[config.mk]
export PLATFORM = sky130hd
export DESIGN_NAME = sync_fifo_param
export DESIGN_NICKNAME = d
export VERILOG_FILES = /design/src/rtl/fifo_pkg.sv /design/src/rtl/fifo_mem.sv /design/src/rtl/sync_fifo_param.sv
export SDC_FILE = /design/constraint.sdc
export NUM_CORES = 1
export LEC_CHECK = 0
export CORE_MARGIN = 2
export CORE_UTILIZATION = 23
export CTS_BUF_LIST = sky130_fd_sc_hd__clkbuf_8
export DETAILED_ROUTE_END_ITERATION = 12
export PLACE_DENSITY = 0.43
export SYNTH_ARGS = -nofsm -noshare
export SYNTH_HDL_FRONTEND = slang
export SYNTH_SLANG_ARGS = --single-unit
export TNS_END_PERCENT = 50
[constraint.sdc]
create_clock -name clk -period 4.5 [get_ports clk]
set_input_delay 1.125 -clock clk [delete_from_list [all_inputs] [get_ports clk]]
set_output_delay 1.125 -clock clk [all_outputs]
set_load 0.01 [all_outputs]
[src/rtl/fifo_pkg.sv]
// Shared definitions for the parametrised synchronous FIFO.
// Covers the status-pin bit map and the pointer-width helper.
`default_nettype none

package fifo_pkg;

    localparam int STAT_EMPTY        = 0;
    localparam int STAT_FULL         = 1;
    localparam int STAT_UNDERFLOW    = 2;
    localparam int STAT_OVERFLOW     = 3;
    localparam int STAT_ALMOST_EMPTY = 4;
    localparam int STAT_ALMOST_FULL  = 5;

    // One extra bit beyond the address width acts as the wrap bit.
    function automatic int ptr_w(input int depth);
        return $clog2(depth) + 1;
    endfunction

endpackage

`default_nettype wire

[src/rtl/fifo_mem.sv]
// Simple dual-port RAM with a synchronous write and a registered read.
// Only the read-data register is reset; the storage array is not.
`default_nettype none

module fifo_mem #(
    parameter int WIDTH = 8,
    parameter int DEPTH = 32
) (
    input  logic                     clk,
    input  logic                     reset,
    input  logic                     we_i,
    input  logic [$clog2(DEPTH)-1:0] waddr_i,
    input  logic [WIDTH-1:0]         wdata_i,
    input  logic                     re_i,
    input  logic [$clog2(DEPTH)-1:0] raddr_i,
    output logic [WIDTH-1:0]         rdata_o
);

    logic [WIDTH-1:0] mem_q [DEPTH];
    logic [WIDTH-1:0] rdata_q;

    always_ff @(posedge clk) begin
        if (we_i) begin
            mem_q[waddr_i] <= wdata_i;
        end
    end

    // A read of the slot being written in the same cycle returns the old word.
    always_ff @(posedge clk) begin
        if (reset) begin
            rdata_q <= '0;
        end else if (re_i) begin
            rdata_q <= mem_q[raddr_i];
        end
    end

    assign rdata_o = rdata_q;

endmodule

`default_nettype wire

[src/rtl/sync_fifo_param.sv]
// Parametrised single-clock FIFO with occupancy count, almost flags and sticky errors.
// The top level owns the pointers, flags and error logic; storage lives in fifo_mem.
`default_nettype none

module sync_fifo_param
    import fifo_pkg::*;
#(
    parameter int WIDTH     = 8,
    parameter int DEPTH     = 32,
    parameter int AE_THRESH = 2,
    parameter int AF_THRESH = DEPTH - 2
) (
    input  logic                      clk,
    input  logic                      reset,
    input  logic                      wr_en_i,
    input  logic [WIDTH-1:0]          wr_data_i,
    input  logic                      rd_en_i,
    output logic [WIDTH-1:0]          rd_data_o,
    output logic                      rd_valid_o,
    output logic [ptr_w(DEPTH)-1:0]   count_o,
    output logic                      empty_o,
    output logic                      full_o,
    output logic                      almost_empty_o,
    output logic                      almost_full_o,
    output logic                      overflow_o,
    output logic                      underflow_o,
    input  logic                      clr_err_i
);

    localparam int PW = ptr_w(DEPTH);
    localparam int AW = PW - 1;
    localparam logic [PW-1:0] DEPTH_C = PW'(DEPTH);
    localparam logic [PW-1:0] AE_C    = PW'(AE_THRESH);
    localparam logic [PW-1:0] AF_C    = PW'(AF_THRESH);

    if ((DEPTH < 4) || ((DEPTH & (DEPTH - 1)) != 0)) begin : g_bad_depth
        $error("sync_fifo_param: DEPTH must be a power of two and at least 4");
    end
    if (AE_THRESH >= AF_THRESH) begin : g_bad_thresh
        $error("sync_fifo_param: AE_THRESH must be below AF_THRESH");
    end
    if (WIDTH < 1) begin : g_bad_width
        $error("sync_fifo_param: WIDTH must be at least 1");
    end

    logic [PW-1:0] wr_ptr_q, wr_ptr_d;
    logic [PW-1:0] rd_ptr_q, rd_ptr_d;
    logic          rd_valid_q;
    logic          overflow_q, overflow_d;
    logic          underflow_q, underflow_d;

    logic [PW-1:0] w_count;
    logic          w_empty;
    logic          w_full;
    logic          w_rd_acc;
    logic          w_wr_acc;

    assign w_count  = wr_ptr_q - rd_ptr_q;
    assign w_empty  = (w_count == '0);
    assign w_full   = (w_count == DEPTH_C);
    assign w_rd_acc = rd_en_i && !w_empty;
    // When full, a concurrent accepted read frees the slot this write lands in.
    assign w_wr_acc = wr_en_i && (!w_full || w_rd_acc);

    always_comb begin
        wr_ptr_d    = wr_ptr_q + PW'(w_wr_acc);
        rd_ptr_d    = rd_ptr_q + PW'(w_rd_acc);
        overflow_d  = (wr_en_i && !w_wr_acc) || (overflow_q && !clr_err_i);
        underflow_d = (rd_en_i && !w_rd_acc) || (underflow_q && !clr_err_i);
    end

    always_ff @(posedge clk) begin
        if (reset) begin
            wr_ptr_q    <= '0;
            rd_ptr_q    <= '0;
            rd_valid_q  <= 1'b0;
            overflow_q  <= 1'b0;
            underflow_q <= 1'b0;
        end else begin
            wr_ptr_q    <= wr_ptr_d;
            rd_ptr_q    <= rd_ptr_d;
            rd_valid_q  <= w_rd_acc;
            overflow_q  <= overflow_d;
            underflow_q <= underflow_d;
        end
    end

    fifo_mem #(
        .WIDTH (WIDTH),
        .DEPTH (DEPTH)
    ) u_mem (
        .clk     (clk),
        .reset   (reset),
        .we_i    (w_wr_acc && !reset),
        .waddr_i (wr_ptr_q[AW-1:0]),
        .wdata_i (wr_data_i),
        .re_i    (w_rd_acc && !reset),
        .raddr_i (rd_ptr_q[AW-1:0]),
        .rdata_o (rd_data_o)
    );

    assign rd_valid_o     = rd_valid_q;
    assign count_o        = w_count;
    assign empty_o        = w_empty;
    assign full_o         = w_full;
    assign almost_empty_o = (w_count <= AE_C);
    assign almost_full_o  = (w_count >= AF_C);
    assign overflow_o     = overflow_q;
    assign underflow_o    = underflow_q;

endmodule

`default_nettype wire

# Yosys cells after proc, flatten, opt, wreduce, memory -nomap -nowiden
# Memories as Yosys holds them, arrays and structs flattened. A register that Yosys moved wholly into a read port is not among the register bits.
# Index checks and enable logic that the tools add are counted.
# word_totals
n_memories	1
reg_bits	15
ramBits	256
output_inout_bits	21
in_bits	13
# op_classes
add_sub_neg	3
n_mux	2
eq_ne	1
reduce_logical	18
magnitude_cmp	2
# mem_list
name	depth	width	rd	rd_ports_with_merged_regs	write_ports	line_no	rtl
u_mem.mem_q	32	8	1	1	1	fifo_mem.sv:19	logic [WIDTH-1:0] mem_q [DEPTH];
# ops
operator	n
adder 6 x 1 -> 6 bit	2
logical AND 1 bit	8
equality test 6 bit (second input constant)	1
>= comparator 6 x 5 -> 1 bit (second input constant)	1
less-or-equal comparator 6 x 2 -> 1 bit (second input constant)	1
zero test 1 bit	6
zero test 6 bit	1
subtractor 6 bit	1
logical OR 1 bit	3
two-way mux 1 bit	2

# Logic depth before layout (Yosys ltp)
# depth
word_depth	9
depth_mapped	16

# Cells and area by module
# From an unflattened synthesis, not the netlist that was laid out.
# unflattened
hier_cells	711
hier_area_um2	11363.4
# by_module_without_submodules
module	seq_area_each_um2	cells_per_inst	instances	area_per_inst_um2
fifo_mem	7847.5	601	1	10382.5
sync_fifo_param	300.3	110	1	980.9

# Worst setup path before layout
# OpenSTA, ideal clock, no wires.
# synth_path
path_type	reg-to-output
startpoint	reg rd_ptr_q[2]
endpoint	out almost_empty_o
t_arrival_ns	2.360
setup_slack_ns	1.015
path_buffers	1
stages_incl_launch_ff	10
path_cell_list	dfxtp_1 > clkbuf_1 > inv_1 > ha_1 > nand3b_1 > a21boi_0 > mux2i_1 > and2_1 > inv_1 > nor4b_1
# synth_between
elab_chain_len	2
# synth_lines
item	line_no	rtl
start: declaration	sync_fifo_param.sv:47	logic [PW-1:0] rd_ptr_q, rd_ptr_d;
start signal: assignment	sync_fifo_param.sv:81	rd_ptr_q <= rd_ptr_d;
subtractor 6 bit	sync_fifo_param.sv:58	assign w_count = wr_ptr_q - rd_ptr_q;
named net count_o[5]	sync_fifo_param.sv:20	output logic [ptr_w(DEPTH)-1:0] count_o,
less-or-equal comparator 6 x 2 -> 1 bit	sync_fifo_param.sv:106	assign almost_empty_o = (w_count <= AE_C);
end: declaration	sync_fifo_param.sv:23	output logic almost_empty_o,
# The timed path passes the listed nets, and every way through them passes these cells.

# Worst setup path in the final report
# layout_path
startpoint	reg rd_ptr_q[4]
endpoint	out almost_empty_o
# layout_between
elab_chain_len	2
# layout_lines
item	line_no
subtractor 6 bit	sync_fifo_param.sv:58
less-or-equal comparator 6 x 2 -> 1 bit	sync_fifo_param.sv:106
# No other way between the ends.

==> run_results.csv <==
group,metric,value,unit
run_status,status,"finished, final reports clean",
setup_path,required,3.38,ns
global_routing,grt_pass1_vias,6205,
final_layout,nets,735,
final_layout,fill_cells,4788,
timing,finalHoldViolCount,0,
clock_tree,cts_root_buf,"clkbuf_8",
synth,postSynthAreaPerCell,18.17,sq um
drt,via_per_inst,4.357,
clock_tree,ctsHoldBuffers,0,
global_routing,antenna_found_initial,0,
floorplan,coreArea,47850,sq um
final_layout,diodes,0,
synth,synth_flop_cell,"edfxtp_1",
floorplan,io_pins,34,
global_routing,track_usage,0.1152,
clock_tree,cts_buffers,50,
power_and_ir_drop,peakVddDrop,0.1935,mV
drt,wl,28600,microns
clock_tree,insertion_delay,0.58,ns
clock_tree,cts.clk_slew.worst_paths,0.06,ns
final_layout,syn_to_final_growth,19.42,%
drt,drtIter0Drc,392,
synth,synth_nets,638,
floorplan,die_y,224.4,microns
worst_hold_path,hold_path_depth,2,
setup_path,crit_path_end_kind,"output pin",
drt,post_drt_wl_per_cell,21.00,microns
synth,synth_mux_area_frac,0.1378,
clock_tree,clock-sinks,279,
floorplan,initial_core_util,0.2335,
timing,rsz0062_at_grt,"no",
floorplan,fp-row-count,80,
final_layout,final_cell_mix,"256 x edfxtp_1, 54 x clkbuf_8, 51 x mux4_2, 47 x buf_4, 39 x mux2i_1",
setup_path,rr_endpoint,"u_mem.mem_q[5][6]",
synth,yosys.area_share.simple,0.04928,
drt,ant_nets,0,
power_and_ir_drop,p_leak,0.004346,uW
power_and_ir_drop,power.total,6611,uW
worst_hold_path,hp-start,"u_mem.rdata_o[1]",
clock_tree,tritoncts,"done",
setup_path,r2r-start,"wr_ptr_q[0]",
worst_hold_path,min_to,"u_mem.rdata_o[1]",
setup_path,cp_max_fo,10,
global_routing,grt_pass1_wl,42230,microns
synth,ys_types,50,
floorplan,die_area,50350,sq um
timing,timing.fmax,0.2338,GHz
setup_path,worst-setup-path-type,"flip-flop to output pin",
worst_hold_path,min_path_type,"flip-flop to flip-flop",
synth,synth_area,11170,sq um
synth,synth-warning-count,0,
placement,gp_congestion,0.7500,
setup_path,reg2reg_depth,12,
synth,synth-seq-cells,279,
timing,worstMarginPinSlew,1.113,ns
timing,period_needed,4.277,ns
global_routing,grt-ovfl-total,0,
setup_path,arrival,3.15,ns
synth,synth_xor_area_frac,0.009408,
synth,yosysSeqAreaShare,0.7293,
clock_tree,htree_levels,2,
timing,final.setup_skew,0.03514,ns
final_layout,layout_commonest_cell,"edfxtp_1",
run,cap_violations,0,
power_and_ir_drop,power.density,495.5,nW/um^2
synth,synth-edff-count,256,
synth,synth_top_family_by_area,"multiplexers",
synth,synth_compound_area_frac,0.04155,
global_routing,grt_max_degree,49,
timing,tns,0,ns
setup_path,start_kind,"flip-flop",
placement,dp.cells,1275,
setup_path,rrSetupSlack,0.99,ns
placement,portBuffers,33,
final_layout,final_layout_size_suffix_gt1_frac,0.2289,
placement,hpwl,17700,microns
drt,first_pass_iters,7,
drt,drc,0,
final_layout,fin_cells,1362,
timing,relSlewSlack,0.2555,
timing,drv_slew,0,
drt,vias,5934,
timing,period_share,0.9505,
timing,setup_viol,0,
synth,netlist_instances,615,
clock_tree,cts.path.max_buffers,3,
synth,synthAdderAreaFrac,0.01187,
synth,async_flop_share,0,
floorplan,die_x,224.4,microns
## layer usage
layer | part of all wire | vias up | global-route usage
met5 | 0 | - | 0
met4 | 0.020 | 0 | 0.03504
met3 | 0.036 | 41 | 0.02404
met2 | 0.47 | 119 | 0.1827
met1 | 0.48 | 3096 | 0.1586
li1 | - | 2678 | -
## cells in the mapped netlist, drive strengths merged, types with 2 or more instances
master / number / area (sq um)
clkbuf: 16 / 60.06
o21ai: 2 / 10.00
mux2i: 39 / 390.4
nand4: 3 / 18.77
a221o: 5 / 50.05
edfxtp: 256 / 7687
o31ai: 3 / 36.28
a22oi: 11 / 82.58
mux4: 51 / 1149
a21oi: 15 / 78.83
o221ai: 11 / 96.34
ha: 9 / 112.6
dfxtp: 23 / 460.4
nor2: 28 / 105.1
and2: 2 / 12.51
o2111a: 2 / 22.52
o22ai: 3 / 18.77
xnor2: 5 / 43.79
nand2: 24 / 90.09
inv: 13 / 48.80
xor2: 7 / 61.31
nor2b: 5 / 31.28
buf: 19 / 120.1
nor3: 34 / 175.2
nand3: 9 / 45.04
a22o: 2 / 17.52
nand2b: 3 / 18.77
## critical path, cell delays in order, from the launching register on
cell and delay (ns):
dfxtp_2 0.41, inv_2 0.14, ha_1 0.38, and3_1 0.19
a211oi_1 0.19, and2_2 0.23, inv_1 0.10, nor4b_1 0.33
clkdlybuf4s50_1 0.60
## timing repair
action | 4_1_cts | 5_1_grt
pin swaps | 0 | 0
gates cloned | 0 | 0
endpoints found under the hold margin | 0 | 0
setup endpoints to repair | 2 | 2
setup buffers | 0 | 0
gates resized for setup | 2 | 7
## worst max path at each step
stage,start,to,slack (ns)
after floorplan,rd_ptr_q[2],almost_empty_o,1.01
after global placement,wr_ptr_q[0],full_o,0.63
after detailed placement,wr_ptr_q[0],full_o,0.59
after CTS,rd_ptr_q[4],almost_empty_o,0.006
after global routing,rd_ptr_q[4],almost_empty_o,0.02
final,rd_ptr_q[4],almost_empty_o,0.22
## sequential cells by signal, indices dropped and copies added (netlist names)
register,count
rd_valid_o,1
u_mem.rdata_o,8
u_mem.mem_q,256
rd_ptr_q,6
wr_ptr_q,6
overflow_o,1
underflow_o,1
## area by class of cell
cell class,instances,area [sq um],share of cell area
sequential,279,8157,0.6114
inverter,14,52.55,0.003939
multi-input combinational,287,2804,0.2102
clock buffer,54,743.2,0.05571
timing repair buffer,80,684.4,0.05130
clock inverter,33,131.4,0.009847
tap,615,769.5,0.05768
## per-stage QoR
step	area, sq um	setup WS, ns	utilization	hold WS [ns]
6_report	13340	0.2227	0.2788	0.4574
5_1_grt	13340	0.01775	0.2788	0.4866
3_3_place_gp	12450	0.6307	0.2602	0.4495
3_5_place_dp	12450	0.5945	0.2602	0.4571
4_1_cts	13320	0.006076	0.2785	0.4650
2_1_floorplan	11170	1.015	-	0.4697
## cells by family after synthesis
family          after synthesis
mux                          90
simple gates                115
fa+ha+maj                    10
compound gates               60
xor+xnor                     12
buf+inv                      49
flops                       279
## report_power, final
group | switching, uW | total, uW | internal [uW]
registers | 30.4 | 2920 | 2890
clock network | 1010 | 2100 | 1090
logic | 842 | 1590 | 750
total | 1880 | 6610 | 4730
Note: power is estimated with default switching activity, not from simulation.
==> edit (same settings) <==
`DEPTH` is set to 32 in 2 places; all go to 16.
--- a/src/rtl/fifo_mem.sv
+++ b/src/rtl/fifo_mem.sv
@@ -4,7 +4,7 @@
 
 module fifo_mem #(
     parameter int WIDTH = 8,
-    parameter int DEPTH = 32
+    parameter int DEPTH = 16
 ) (
     input  logic                     clk,
     input  logic                     reset,
--- a/src/rtl/sync_fifo_param.sv
+++ b/src/rtl/sync_fifo_param.sv
@@ -6,7 +6,7 @@
     import fifo_pkg::*;
 #(
     parameter int WIDTH     = 8,
-    parameter int DEPTH     = 32,
+    parameter int DEPTH     = 16,
     parameter int AE_THRESH = 2,
     parameter int AF_THRESH = DEPTH - 2
 ) (
Interface: changed (resized count_o); port bits go from 34 to 33. No check against the original RTL was run, so the function may have changed too.
==> edit against the original RTL <==
Area after synthesis down 46%. Combinational power down 38%. Routed wire length down 52%. Total power down 46%. Die area down 45%. Clock power down 51%. Global-route usage down 1.3 points. Worst setup slack worse by 0.042 ns. Final cell count down 46%. Sequential cell count down 130. Cell area down 46%. Synthesized cell count down 44%.
==> edit: results (changes against the original RTL) <==
yosys-top-cells-area: "edfxtp_1, mux4_2, dfxtp_1"  # unchanged
vias: 3172  # was 5,934
drive_above_1_share: 0.2426  # was 0.2289
wl_met3_um: 635  # was 1.037 mm
cts_made_buffers: 17  # was 50
p_leak_nw: 2.278  # was 4.346 nW
nonClockInverterCount: 10  # was 14
wl_per_cell_um: 18.43  # was 21.00 um
synth_commonest_cells: "edfxtp_1, mux4_2, nor2_1"  # was edfxtp_1, mux4_2, mux2i_1
seq_share: 0.5894  # was 0.6114
synth_compound_area_frac: 0.05520  # was 0.04155
multi_input_area_um2: 1722  # was 2804 um2
gp_congestion: 0.7668  # was 0.7500
htreeDepth: 4  # was 2
status: "complete, no violations"  # unchanged
nFillCells: 2606  # was 4,788
synth_adder_area_share: 0.01985  # was 0.01187
synth_xor_area_frac: 0.01427  # was 0.009408
buf_share: 0.05666  # was 0.05130
vdd.ir_drop.worst_v: 0.0002839  # was 0.0001935 V
crit_fanout: 18  # was 10
n_tap_cell: 335  # was 615
grt_max_degree: 35  # was 49
comb.multi_input.count: 169  # was 287
firstDrtPassIters: 4  # was 7
buffers: 44  # was 80
worstMarginPinSlew_ns: 1.017  # was 1.113 ns
yosysSeqAreaShare: 0.7046  # was 0.7293
drt_iter0_drc: 253  # was 392
synth_nets: 365  # was 638
design.seq.count: 149  # was 279
clk_share: 0.05320  # was 0.06555
grt_usage: 0.1020  # was 0.1152
largest_reg_flops: 128  # was 256
-- edit: changes by cell type in the layout (fill, tap and decap cells not counted), sizes merged, moves of 5 or more --
cell / before / now
a21oi: 15 / 10
clkbuf: 54 / 17
nand2b: 3 / 11
inv: 35 / 15
nand2: 24 / 12
a31o: 0 / 9
a221o: 5 / 0
a22oi: 11 / 16
mux4: 51 / 32
o221ai: 11 / 0
mux2i: 39 / 0
buf: 47 / 12
edfxtp: 256 / 128
nor3: 34 / 1
-- edit: path summary, 6_finish.rpt --
| kind | to | cells after the start | from | slack, ns |
|---|---|---|---|---|
| max | empty_o | 9 | wr_ptr_q[0] | 0.18 |
| min | overflow_o | 2 | overflow_o | 0.49 |
| max reg2reg | u_mem.mem_q[9][6] | 9 | wr_ptr_q[0] | 0.89 |
| min reg2reg | overflow_o | 2 | overflow_o | 0.49 |
-- edit: routing by layer --
metal	vias to the layer above	GRT usage
met4	0	0.03373
met1	1648	0.1385
met3	8	0.02741
met5	-	0
met2	64	0.1588
li1	1452	-
